===== config.mk =====
export PLATFORM = sky130hd
export DESIGN_NAME = frg_bist_driver_flat
export DESIGN_NICKNAME = d
export VERILOG_FILES = /design/src/rtl/frg_bist_driver_if.sv /design/src/rtl/frg_bist_driver.sv /design/src/flat_wrapper.sv
export SDC_FILE = /design/constraint.sdc
export NUM_CORES = 1
export LEC_CHECK = 0
export ABC_AREA = 1
export CAP_MARGIN = 20
export CORE_MARGIN = 1.5
export CORE_UTILIZATION = 54
export DETAILED_ROUTE_END_ITERATION = 12
export PLACE_DENSITY = 0.85
export SYNTH_ARGS = -nofsm -noshare
export SYNTH_HDL_FRONTEND = slang
export SYNTH_SLANG_ARGS = --single-unit

===== constraint.sdc =====
create_clock -name clk -period 3.1 [get_ports clk]
set_clock_uncertainty 0.1 [all_clocks]
set_input_delay 0.31 -clock clk [delete_from_list [all_inputs] [get_ports clk]]
set_output_delay 0.31 -clock clk [all_outputs]
set_load 0.1 [all_outputs]

===== src/rtl/frg_bist_driver_if.sv =====
// Stimulus/response link between the BIST driver (master) and the unit under test (slave).
interface frg_bist_driver_if #(
  parameter int IN_W  = 28,
  parameter int OUT_W = 3
);
  logic [IN_W-1:0]  stim;
  logic [OUT_W-1:0] resp;

  modport master (output stim, input resp);
  modport slave  (input stim, output resp);
endinterface


===== src/rtl/frg_bist_driver.sv =====
// LFSR-stimulus / MISR-compaction self-test driver for a combinational decode unit.
module frg_bist_driver #(
  parameter int              IN_W    = 28,
  parameter int              OUT_W   = 3,
  parameter int              MISR_W  = 16,
  parameter int              PAT_CNT = 1024,
  parameter int              SETTLE  = 0,
  parameter logic [IN_W-1:0] SEED    = 28'h0000001
) (
  input  logic                 clk,
  input  logic                 rst_n,
  input  logic                 start,
  input  logic                 seed_ld,
  input  logic [IN_W-1:0]      seed,
  input  logic [MISR_W-1:0]    golden,
  frg_bist_driver_if.master    dut_if,
  output logic                 busy,
  output logic                 done,
  output logic [MISR_W-1:0]    signature,
  output logic                 pass
);

  typedef enum logic [1:0] {IDLE, RUN, DONE} state_e;

  localparam logic [19:0]       PAT_LAST  = 20'(PAT_CNT - 1);
  localparam logic [3:0]        SETTLE_V  = 4'(SETTLE);
  localparam logic [MISR_W-1:0] MISR_POLY = 16'hD008;
  localparam logic [IN_W-1:0]   ONE       = 28'h0000001;

  state_e              state_q, state_d;
  logic [IN_W-1:0]     stim_q, stim_d, stim_ld;
  logic [MISR_W-1:0]   sig_q, sig_d, golden_q, golden_d, misr_nxt;
  logic [19:0]         pat_q, pat_d;
  logic [3:0]          hold_q, hold_d;
  logic                busy_q, busy_d, done_q, done_d;
  logic                accept, capture, last;

  always_ff @(posedge clk) begin
    if (!rst_n) begin
      state_q  <= IDLE;
      stim_q   <= SEED;
      sig_q    <= '0;
      golden_q <= '0;
      pat_q    <= '0;
      hold_q   <= '0;
      busy_q   <= 1'b0;
      done_q   <= 1'b0;
    end else begin
      state_q  <= state_d;
      stim_q   <= stim_d;
      sig_q    <= sig_d;
      golden_q <= golden_d;
      pat_q    <= pat_d;
      hold_q   <= hold_d;
      busy_q   <= busy_d;
      done_q   <= done_d;
    end
  end

  assign accept  = (state_q != RUN) && start;
  assign capture = (state_q == RUN) && (hold_q == SETTLE_V);
  assign last    = capture && (pat_q == PAT_LAST);

  always_comb begin
    state_d = state_q;
    case (state_q)
      IDLE, DONE: if (start) state_d = RUN;
      RUN:        if (last)  state_d = DONE;
      default:    state_d = IDLE;
    endcase
  end

  always_comb begin
    stim_ld  = seed_ld ? seed : SEED;
    misr_nxt = {sig_q[MISR_W-2:0], 1'b0}
             ^ (sig_q[MISR_W-1] ? MISR_POLY : '0)
             ^ {{(MISR_W-OUT_W){1'b0}}, dut_if.resp};

    stim_d   = stim_q;
    sig_d    = sig_q;
    golden_d = golden_q;
    pat_d    = pat_q;
    hold_d   = hold_q;
    busy_d   = busy_q;
    done_d   = done_q;

    if (accept) begin
      // An all-zero seed would lock the LFSR, so it is forced to 1.
      stim_d   = (stim_ld == '0) ? ONE : stim_ld;
      sig_d    = '0;
      golden_d = golden;
      pat_d    = '0;
      hold_d   = '0;
      busy_d   = 1'b1;
      done_d   = 1'b0;
    end else if (state_q == RUN) begin
      if (capture) begin
        sig_d  = misr_nxt;
        stim_d = {stim_q[IN_W-2:0], stim_q[IN_W-1] ^ stim_q[IN_W-4]};
        hold_d = '0;
        pat_d  = pat_q + 20'd1;
        if (last) begin
          busy_d = 1'b0;
          done_d = 1'b1;
        end
      end else begin
        hold_d = hold_q + 4'd1;
      end
    end
  end

  assign dut_if.stim = stim_q;
  assign busy        = busy_q;
  assign done        = done_q;
  assign signature   = sig_q;
  assign pass        = done_q && (sig_q == golden_q);

endmodule

===== src/flat_wrapper.sv =====
// flat-port wrapper written by rule: the top's interface ports become plain ports
module frg_bist_driver_flat 
#(
  parameter int              IN_W    = 28,
  parameter int              OUT_W   = 3,
  parameter int              MISR_W  = 16,
  parameter int              PAT_CNT = 1024,
  parameter int              SETTLE  = 0,
  parameter logic [IN_W-1:0] SEED    = 28'h0000001
)
  (clk, rst_n, start, seed_ld, seed, golden, busy, done, signature, pass, dut_if_stim, dut_if_resp);
  frg_bist_driver_if #(.IN_W(IN_W), .OUT_W(OUT_W)) dut_if_i ();
  input  logic clk;
  input  logic rst_n;
  input  logic start;
  input  logic seed_ld;
  input  logic [IN_W-1:0] seed;
  input  logic [MISR_W-1:0] golden;
  output logic busy;
  output logic done;
  output logic [MISR_W-1:0] signature;
  output logic pass;
  output wire logic [$bits(dut_if_i.stim)-1:0] dut_if_stim;
  input wire logic [$bits(dut_if_i.resp)-1:0] dut_if_resp;
  assign dut_if_stim = dut_if_i.stim;
  assign dut_if_i.resp = dut_if_resp;
  frg_bist_driver #(.IN_W(IN_W), .OUT_W(OUT_W), .MISR_W(MISR_W), .PAT_CNT(PAT_CNT), .SETTLE(SETTLE), .SEED(SEED)) u_core (.clk(clk), .rst_n(rst_n), .start(start), .seed_ld(seed_ld), .seed(seed), .golden(golden), .dut_if(dut_if_i), .busy(busy), .done(done), .signature(signature), .pass(pass));
endmodule

==> reports/qor.json, run 1 <==
{
  "rows": 32,
  "met2_usage_pct": 44.53,
  "number_of_antenna_violations_at_the_first_check_in_global_routing": 0,
  "timing.final.crit_period_ns": 2.210,
  "worstPathArrival_ns": 2.33,
  "setup_repair_after_global_routing_missed_its_margin": "no",
  "num-nets-final": 691,
  "reg2reg_slack_ns": 0.89,
  "start_kind": "flip-flop",
  "netlist_area_sq_um": 4227,
  "first_global_vias": 3832,
  "wire_per_inst_um": 14.40,
  "total_iterations_of_the_first_detailed_routing_run": 4,
  "gr-usage-met1_pct": 30.94,
  "area_growth_pct": 22.53,
  "cts_tree": "built",
  "ioPinCount": 98,
  "run_status": "complete, no violations",
  "synth-edff-count": 0,
  "asyncSetResetFlopFracSynth_pct": 0,
  "fin_crit_sh_pct": 71.30,
  "grt_overflow": 0,
  "cts.hold.buffers_added": 0,
  "setup_fix_bufs_post_cts": 0,
  "post-route-drc-count": 0,
  "flop_and_latch_count_out_of_synthesis": 88,
  "worst_setup_hold_path_clk_slew_ns": 0.09,
  "yosys-top-cells-count": "sky130_fd_sc_hd__nand2_1 (94), sky130_fd_sc_hd__dfxtp_1 (88), sky130_fd_sc_hd__nor2_1 (63), sky130_fd_sc_hd__o21ai_0 (59), sky130_fd_sc_hd__a21oi_1 (45)",
  "worstPathRequired_ns": 3.22,
  "gr-usage-all-layers_pct": 26.08,
  "maxCapViolCount": 0,
  "slew_headroom_pct": 62.38,
  "synth.top_cell.area_share_pct": 41.68,
  "postRouteWirelength_um": 10710,
  "timing.fmax_mhz": 452.4,
  "synthesis.area_per_instance_sq_um": 7.481,
  "fp.dieW_um": 91.47,
  "fillers": 655,
  "finalHoldViolations": 0,
  "cts_resized": 0,
  "clk_buf_depth": 2,
  "setup_tns_ns": 0,
  "cts.sinks": 88,
  "place.gp.congestion": 0.8774,
  "synth_sequential_area_ratio_pct": 41.68,
  "floorplan.core_area_sq_um": 7647,
  "effective_utilization_at_floorplan_pct": 55.27,
  "maximum_number_of_pins_on_one_net_before_global_route_repair": 51,
  "power.density_nw_per_um2": 528.5,
  "htreeDepth": 3,
  "die_y_um": 91.47,
  "clk-insertion-delay-late_ns": 0.36,
  "dp_hpwl_um": 7670,
  "timing.final.setup_violations": 0,
  "tritoncts.num_buffers": 9,
  "detail-route-antenna-nets": 0,
  "power.static_leakage_nw": 1.981,
  "synthCells": 565,
  "busiest_layer": "met2",
  "floorplan.die_area_sq_um": 8367,
  "final-max-slew-violation-count": 0,
  "synthDominantAreaCellType": "sky130_fd_sc_hd__dfxtp_1",
  "final_core_utilization_pct": 67.72,
  "endpoint_kind": "flip-flop",
  "timing.hold.worst.class": "flip-flop to flip-flop",
  "grt_pass1_wl_um": 17390,
  "dr.first_iter.drc_count": 181,
  "antenna_cells": 0,
  "tightestPinTransition_ns": 0.5637,
  "synthMostInstantiatedCell": "sky130_fd_sc_hd__nand2_1",
  "synth_flop_cell": "sky130_fd_sc_hd__dfxtp_1",
  "layout.cell_area.non_filler_sq_um": 5179,
  "layout-drive-gt1-share_pct": 13.71,
  "post_synth_num_cell_types": 40,
  "path_max_fanout": 50,
  "synth.yosys.warnings": 0,
  "path_class": "flip-flop to flip-flop",
  "peak_vdd_ir_mv": 0.3337,
  "vias_per_cell": 5.558,
  "place_area_sq_um": 5005,
  "use_met3_pct": 5.946,
  "ctsRootBufferMaster": "sky130_fd_sc_hd__clkbuf_8",
  "vias": 4135,
  "postSynthNetCount": 619,
  "yosys-top-cells-area": "sky130_fd_sc_hd__dfxtp_1 (42%), sky130_fd_sc_hd__nand2_1 (8.3%), sky130_fd_sc_hd__o21ai_0 (7.0%), sky130_fd_sc_hd__nor2_1 (5.6%), sky130_fd_sc_hd__a21oi_1 (5.3%)",
  "port_buffers": 97
}
layout make-up:
class | count | area, sq um | area share, %
inverter | 37 | 142.6 | 2.754
tap | 102 | 127.6 | 2.464
clock buffer | 11 | 141.4 | 2.730
multi-input combinational | 401 | 2097 | 40.49
timing repair buffer | 100 | 875.8 | 16.91
clock inverter | 5 | 32.53 | 0.6282
sequential | 88 | 1762 | 34.02
cells in the final DEF, fill, tap and decap left out, types with 3 or more instances in the layout:
master	n
sky130_fd_sc_hd__a21oi_1	45
sky130_fd_sc_hd__a31oi_1	22
sky130_fd_sc_hd__buf_4	50
sky130_fd_sc_hd__clkbuf_8	10
sky130_fd_sc_hd__clkdlybuf4s50_1	50
sky130_fd_sc_hd__clkinv_2	3
sky130_fd_sc_hd__clkinvlp_4	3
sky130_fd_sc_hd__dfxtp_1	88
sky130_fd_sc_hd__ha_1	3
sky130_fd_sc_hd__inv_1	33
sky130_fd_sc_hd__nand2_1	94
sky130_fd_sc_hd__nand3_1	35
sky130_fd_sc_hd__nand4_1	7
sky130_fd_sc_hd__nor2_1	62
sky130_fd_sc_hd__nor2_2	5
sky130_fd_sc_hd__nor2_4	5
sky130_fd_sc_hd__nor3_1	8
sky130_fd_sc_hd__o21ai_0	59
sky130_fd_sc_hd__o21ai_1	15
sky130_fd_sc_hd__xnor2_1	4
sky130_fd_sc_hd__xor2_1	16
metrics by stage:
| step | cells | power, mW | hold WS [ns] | worst slack [ns] |
|---|---|---|---|---|
| final | 744 | 2.737 | 0.3913 | 0.8898 |
| after global routing | 744 | 2.855 | 0.4159 | 0.6390 |
| after CTS | 744 | 2.746 | 0.3872 | 0.8764 |
| after detailed placement | 728 | 2.051 | 0.3750 | 0.7288 |
| after global placement | 728 | 2.035 | 0.3666 | 0.8173 |
| after floorplan | 565 | 1.860 | 0.3441 | 0.2727 |
critical path, cell delays in order (launching register included):
cell and delay, ns:
sky130_fd_sc_hd__dfxtp_1 0.41, sky130_fd_sc_hd__inv_1 0.07, sky130_fd_sc_hd__ha_1 0.25, sky130_fd_sc_hd__nand2_2 0.15, sky130_fd_sc_hd__nor2_8 0.10, sky130_fd_sc_hd__nor2_4 0.12, sky130_fd_sc_hd__clkinv_2 0.45, sky130_fd_sc_hd__o21ai_0 0.34
sky130_fd_sc_hd__a31oi_1 0.07
power breakdown:
group	switching, mW	internal (mW)
clock network	0.398	0.310
registers	0.0608	1.20
logic	0.567	0.202
logic make-up after synthesis:
group,count (synthesis),share of synthesized area [%]
AND/OR/NAND/NOR,229,25.70
AO/OA/AOI/OAI,149,18.83
adder cells (fa/ha/maj),3,0.8882
XOR/XNOR,20,4.144
buffers and inverters,76,8.762
flip-flops,88,41.68
state kept, by name, summed over array words and instances, names as in the netlist:
register,flops
u_core.hold_q,4
u_core.state_q,2
u_core.signature,16
u_core.golden_q,16
u_core.done,1
u_core.busy,1
u_core.dut_if.stim,28
u_core.pat_q,20
final timing paths:
check / startpoint / to / cells past startpoint
min reg2reg: u_core.golden_q[6] / u_core.golden_q[6] / 2
min: u_core.golden_q[6] / u_core.golden_q[6] / 2
max reg2reg: u_core.hold_q[0] / u_core.dut_if.stim[10] / 8
max: u_core.hold_q[0] / u_core.dut_if.stim[10] / 8
per-layer routing:
metal	wire length (um)	part of all wire (%)
met5	0	0
met3	781	7.3
met1	4531	42
met4	194	1.8
met2	5202	49
Note: power is estimated with default switching activity, not from simulation.
==> run 2: changes to the inputs <==
--- a/config.mk
+++ b/config.mk
@@ -8,9 +8,9 @@
 export ABC_AREA = 1
 export CAP_MARGIN = 20
 export CORE_MARGIN = 1.5
-export CORE_UTILIZATION = 54
+export CORE_UTILIZATION = 45
 export DETAILED_ROUTE_END_ITERATION = 12
-export PLACE_DENSITY = 0.85
+export PLACE_DENSITY = 0.76
 export SYNTH_ARGS = -nofsm -noshare
 export SYNTH_HDL_FRONTEND = slang
 export SYNTH_SLANG_ARGS = --single-unit
==> constraint.sdc (replaced) <==
create_clock -name clk -period 2 [get_ports clk]
set_clock_uncertainty 0.1 [all_clocks]
set_input_delay 0.2 -clock clk [delete_from_list [all_inputs] [get_ports clk]]
set_output_delay 0.2 -clock clk [all_outputs]
set_load 0.1 [all_outputs]
==> run 2 against run 1 <==
Cell count grew 2.7%. Combinational power grew 59%. Sequential cell count is the same. Non-clock buffer count grew 11. Via count shrank 1.2%. Critical path type is now flip-flop to output pin. Hold slack lost 0.058 ns. Count of clock-buffer cells in the layout shrank 2. Register-to-register slack lost 0.65 ns. Global-route usage shrank 4.3 points. Sequential power grew 55%.
==> reports/qor.json, run 2 (synthesis results as in run 1) <==
{
  "die_y": {"value": 99.92, "unit": "um", "change": "+9.2%"},
  "timing.hold.worst.class": "primary input to flip-flop",
  "post-route-drc-count": {"value": 0, "change": "unchanged"},
  "fin_crit_sh_pct": 94.40,
  "dp_hpwl": {"value": 8042, "unit": "um", "change": "+4.8%"},
  "grt_overflow": {"value": 0, "change": "unchanged"},
  "maxCapViolCount": {"value": 0, "change": "unchanged"},
  "final-seq-area": {"value": 1774, "unit": "sq um", "change": "+0.71%"},
  "effective_utilization_at_floorplan": {"value": 46.18, "unit": "%", "change": "-9.1 points"},
  "setup_slack": {"value": 0.1121, "unit": "ns", "change": "-0.7777 ns"},
  "clk_buf_depth": {"value": 2, "change": "unchanged"},
  "setup_repair_after_global_routing_missed_its_margin": "no",
  "area_growth_pct": 26.52,
  "worstPathRequired": {"value": 1.70, "unit": "ns", "change": "-1.52 ns"},
  "worst_path_largest_cell_delay": {"value": 0.38, "unit": "ns", "change": "-0.07 ns"},
  "layout-drive-gt1-share": {"value": 16.85, "unit": "%", "change": "+3.1 points"},
  "path_max_fanout": {"value": 6, "change": "-88%"},
  "slew_headroom": {"value": 70.79, "unit": "%", "change": "+8.4 points"},
  "floorplan.die_area": {"value": 9983, "unit": "sq um", "change": "+19%"},
  "dpl_worst_slack": {"value": 0.1480, "unit": "ns", "change": "-0.5808 ns"},
  "cts.sinks": {"value": 88, "change": "unchanged"},
  "worstPathArrival": {"value": 1.59, "unit": "ns", "change": "-0.74 ns"},
  "maximum_number_of_pins_on_one_net_before_global_route_repair": {"value": 48, "change": "-5.9%"},
  "port_buffers": {"value": 97, "change": "unchanged"},
  "number_of_antenna_violations_at_the_first_check_in_global_routing": {"value": 0, "change": "unchanged"},
  "timing.critical_path.cells": "xor2_1 > nor3_1 > nand4_1 > nor2_4 > buf_12",
  "tightestPinTransition": {"value": 0.4381, "unit": "ns", "change": "-0.1256 ns"},
  "wire_per_inst": {"value": 13.95, "unit": "um", "change": "-3.1%"},
  "peak_vdd_ir": {"value": 0.5085, "unit": "mV", "change": "+52%"},
  "critPathSlowestCell": "sky130_fd_sc_hd__dfxtp_4",
  "path_class": "flip-flop to output pin",
  "setup_tns": {"value": 0, "unit": "ns", "change": "unchanged"},
  "cts_tree": "built",
  "fp.dieW": {"value": 99.92, "unit": "um", "change": "+9.2%"},
  "num-nets-final": {"value": 702, "change": "+1.6%"},
  "power.static_leakage": {"value": 2.073, "unit": "nW", "change": "+4.7%"},
  "vias": {"value": 4087, "change": "-1.2%"},
  "worst_setup_hold_path_clk_slew": {"value": 0.09, "unit": "ns", "change": "about the same"},
  "vias_per_cell": {"value": 5.349, "change": "-3.7%"},
  "grt_pass1_wl": {"value": 17600, "unit": "um", "change": "+1.2%"},
  "start_kind": "flip-flop",
  "max_reg_flops": {"value": 28, "change": "unchanged"},
  "ctsRootBufferMaster": "sky130_fd_sc_hd__clkbuf_8",
  "run_status": "complete, no violations",
  "htreeDepth": {"value": 3, "change": "unchanged"},
  "endpoint_kind": "output pin",
  "timing.final.setup_violations": {"value": 0, "change": "unchanged"},
  "ioPinCount": {"value": 98, "change": "unchanged"},
  "timing.fmax_mhz": 529.7,
  "finalHoldViolations": {"value": 0, "change": "unchanged"},
  "power.density": {"value": 821.9, "unit": "nW/um^2", "change": "+55%"},
  "floorplan.core_area": {"value": 9153, "unit": "sq um", "change": "+20%"},
  "tritoncts.num_buffers": {"value": 9, "change": "unchanged"},
  "detail-route-antenna-nets": {"value": 0, "change": "unchanged"},
  "final-max-slew-violation-count": {"value": 0, "change": "unchanged"},
  "p_total": {"value": 4.395, "unit": "mW", "change": "+61%"},
  "antenna_cells": {"value": 0, "change": "unchanged"},
  "clk-insertion-delay-late": {"value": 0.36, "unit": "ns", "change": "about the same"},
  "dr.first_iter.drc_count": {"value": 195, "change": "+7.7%"},
  "final_cell_mix": "sky130_fd_sc_hd__nand2_1 (94), sky130_fd_sc_hd__dfxtp_1 (80), sky130_fd_sc_hd__nor2_1 (62), sky130_fd_sc_hd__o21ai_0 (59), sky130_fd_sc_hd__buf_4 (59)",
  "multiInputGateArea": {"value": 2113, "unit": "sq um", "change": "+0.78%"},
  "cts.hold.buffers_added": {"value": 0, "change": "unchanged"},
  "timing.final.crit_period_ns": 1.888,
  "place.gp.congestion": {"value": 0.8459, "change": "-3.6%"},
  "cts_resized": {"value": 0, "change": "unchanged"},
  "first_global_vias": {"value": 3765, "change": "-1.7%"},
  "postRouteWirelength": {"value": 10660, "unit": "um", "change": "-0.49%"},
  "total_iterations_of_the_first_detailed_routing_run": {"value": 5, "change": "+1"},
  "mostFrequentLayoutCell": "sky130_fd_sc_hd__nand2_1",
  "gr-usage-all-layers": {"value": 21.78, "unit": "%", "change": "-4.3 points"},
  "fillers": {"value": 865, "change": "+32%"},
  "setup_fix_bufs_post_cts": {"value": 0, "change": "unchanged"},
  "rows": {"value": 35, "change": "+9.4%"}
}
-- run 2: per-stage QoR --
stage          instance area [sq um]  utilization [%]  hold WS [ns]  std cells
2_1_floorplan                   4247                -        0.2363        565
3_3_place_gp                    5141            56.17        0.3647        748
3_5_place_dp                    5141            56.17        0.3765        748
4_1_cts                         5336            58.30        0.3086        764
5_1_grt                         5348            58.43        0.3057        764
6_report                        5348            58.43        0.3332        764
-- run 2: path summary, 6_finish.rpt --
path	from	slack, ns	cells after the start	end
hold reg to reg	u_core.golden_q[9]	0.39	2	u_core.golden_q[9]
setup reg to reg	u_core.hold_q[0]	0.24	9	u_core.dut_if.stim[11]
hold / removal	dut_if_resp[0]	0.33	3	u_core.signature[0]
setup / recovery	u_core.signature[15]	0.11	5	pass
-- run 2: report_power, final --
part	switching [mW]	internal (mW)	total [mW]	leakage (nW)
Sequential	0.0965	1.86	1.95	0.725
Combinational	0.878	0.341	1.22	1.25
Clock	0.641	0.580	1.22	0.103
Total	1.62	2.78	4.39	2.07
-- run 2: per-layer routing --
layer	vias up	GRT usage, %	wire (um)
li1	2063	-	-
met1	1890	27.66	4807
met2	125	37.41	5140
met3	9	5.223	606
met4	0	5.092	104
met5	-	0	0
-- run 2: area by class of cell --
class / count / share of cell area [%]
Sequential cell: 88 / 33.18
Tap cell: 111 / 2.597
Multi-Input combinational cell: 401 / 39.52
Inverter: 37 / 2.667
Timing Repair Buffer: 111 / 18.39
Clock inverter: 7 / 1.334
Clock buffer: 9 / 2.316
-- run 2: worst max-delay path, delay by kind of cell (launching register included) --
kind,cells,cell delay [ns]
simple gates,3,0.52
flops,1,0.38
buf+inv,1,0.18
xor+xnor,1,0.15
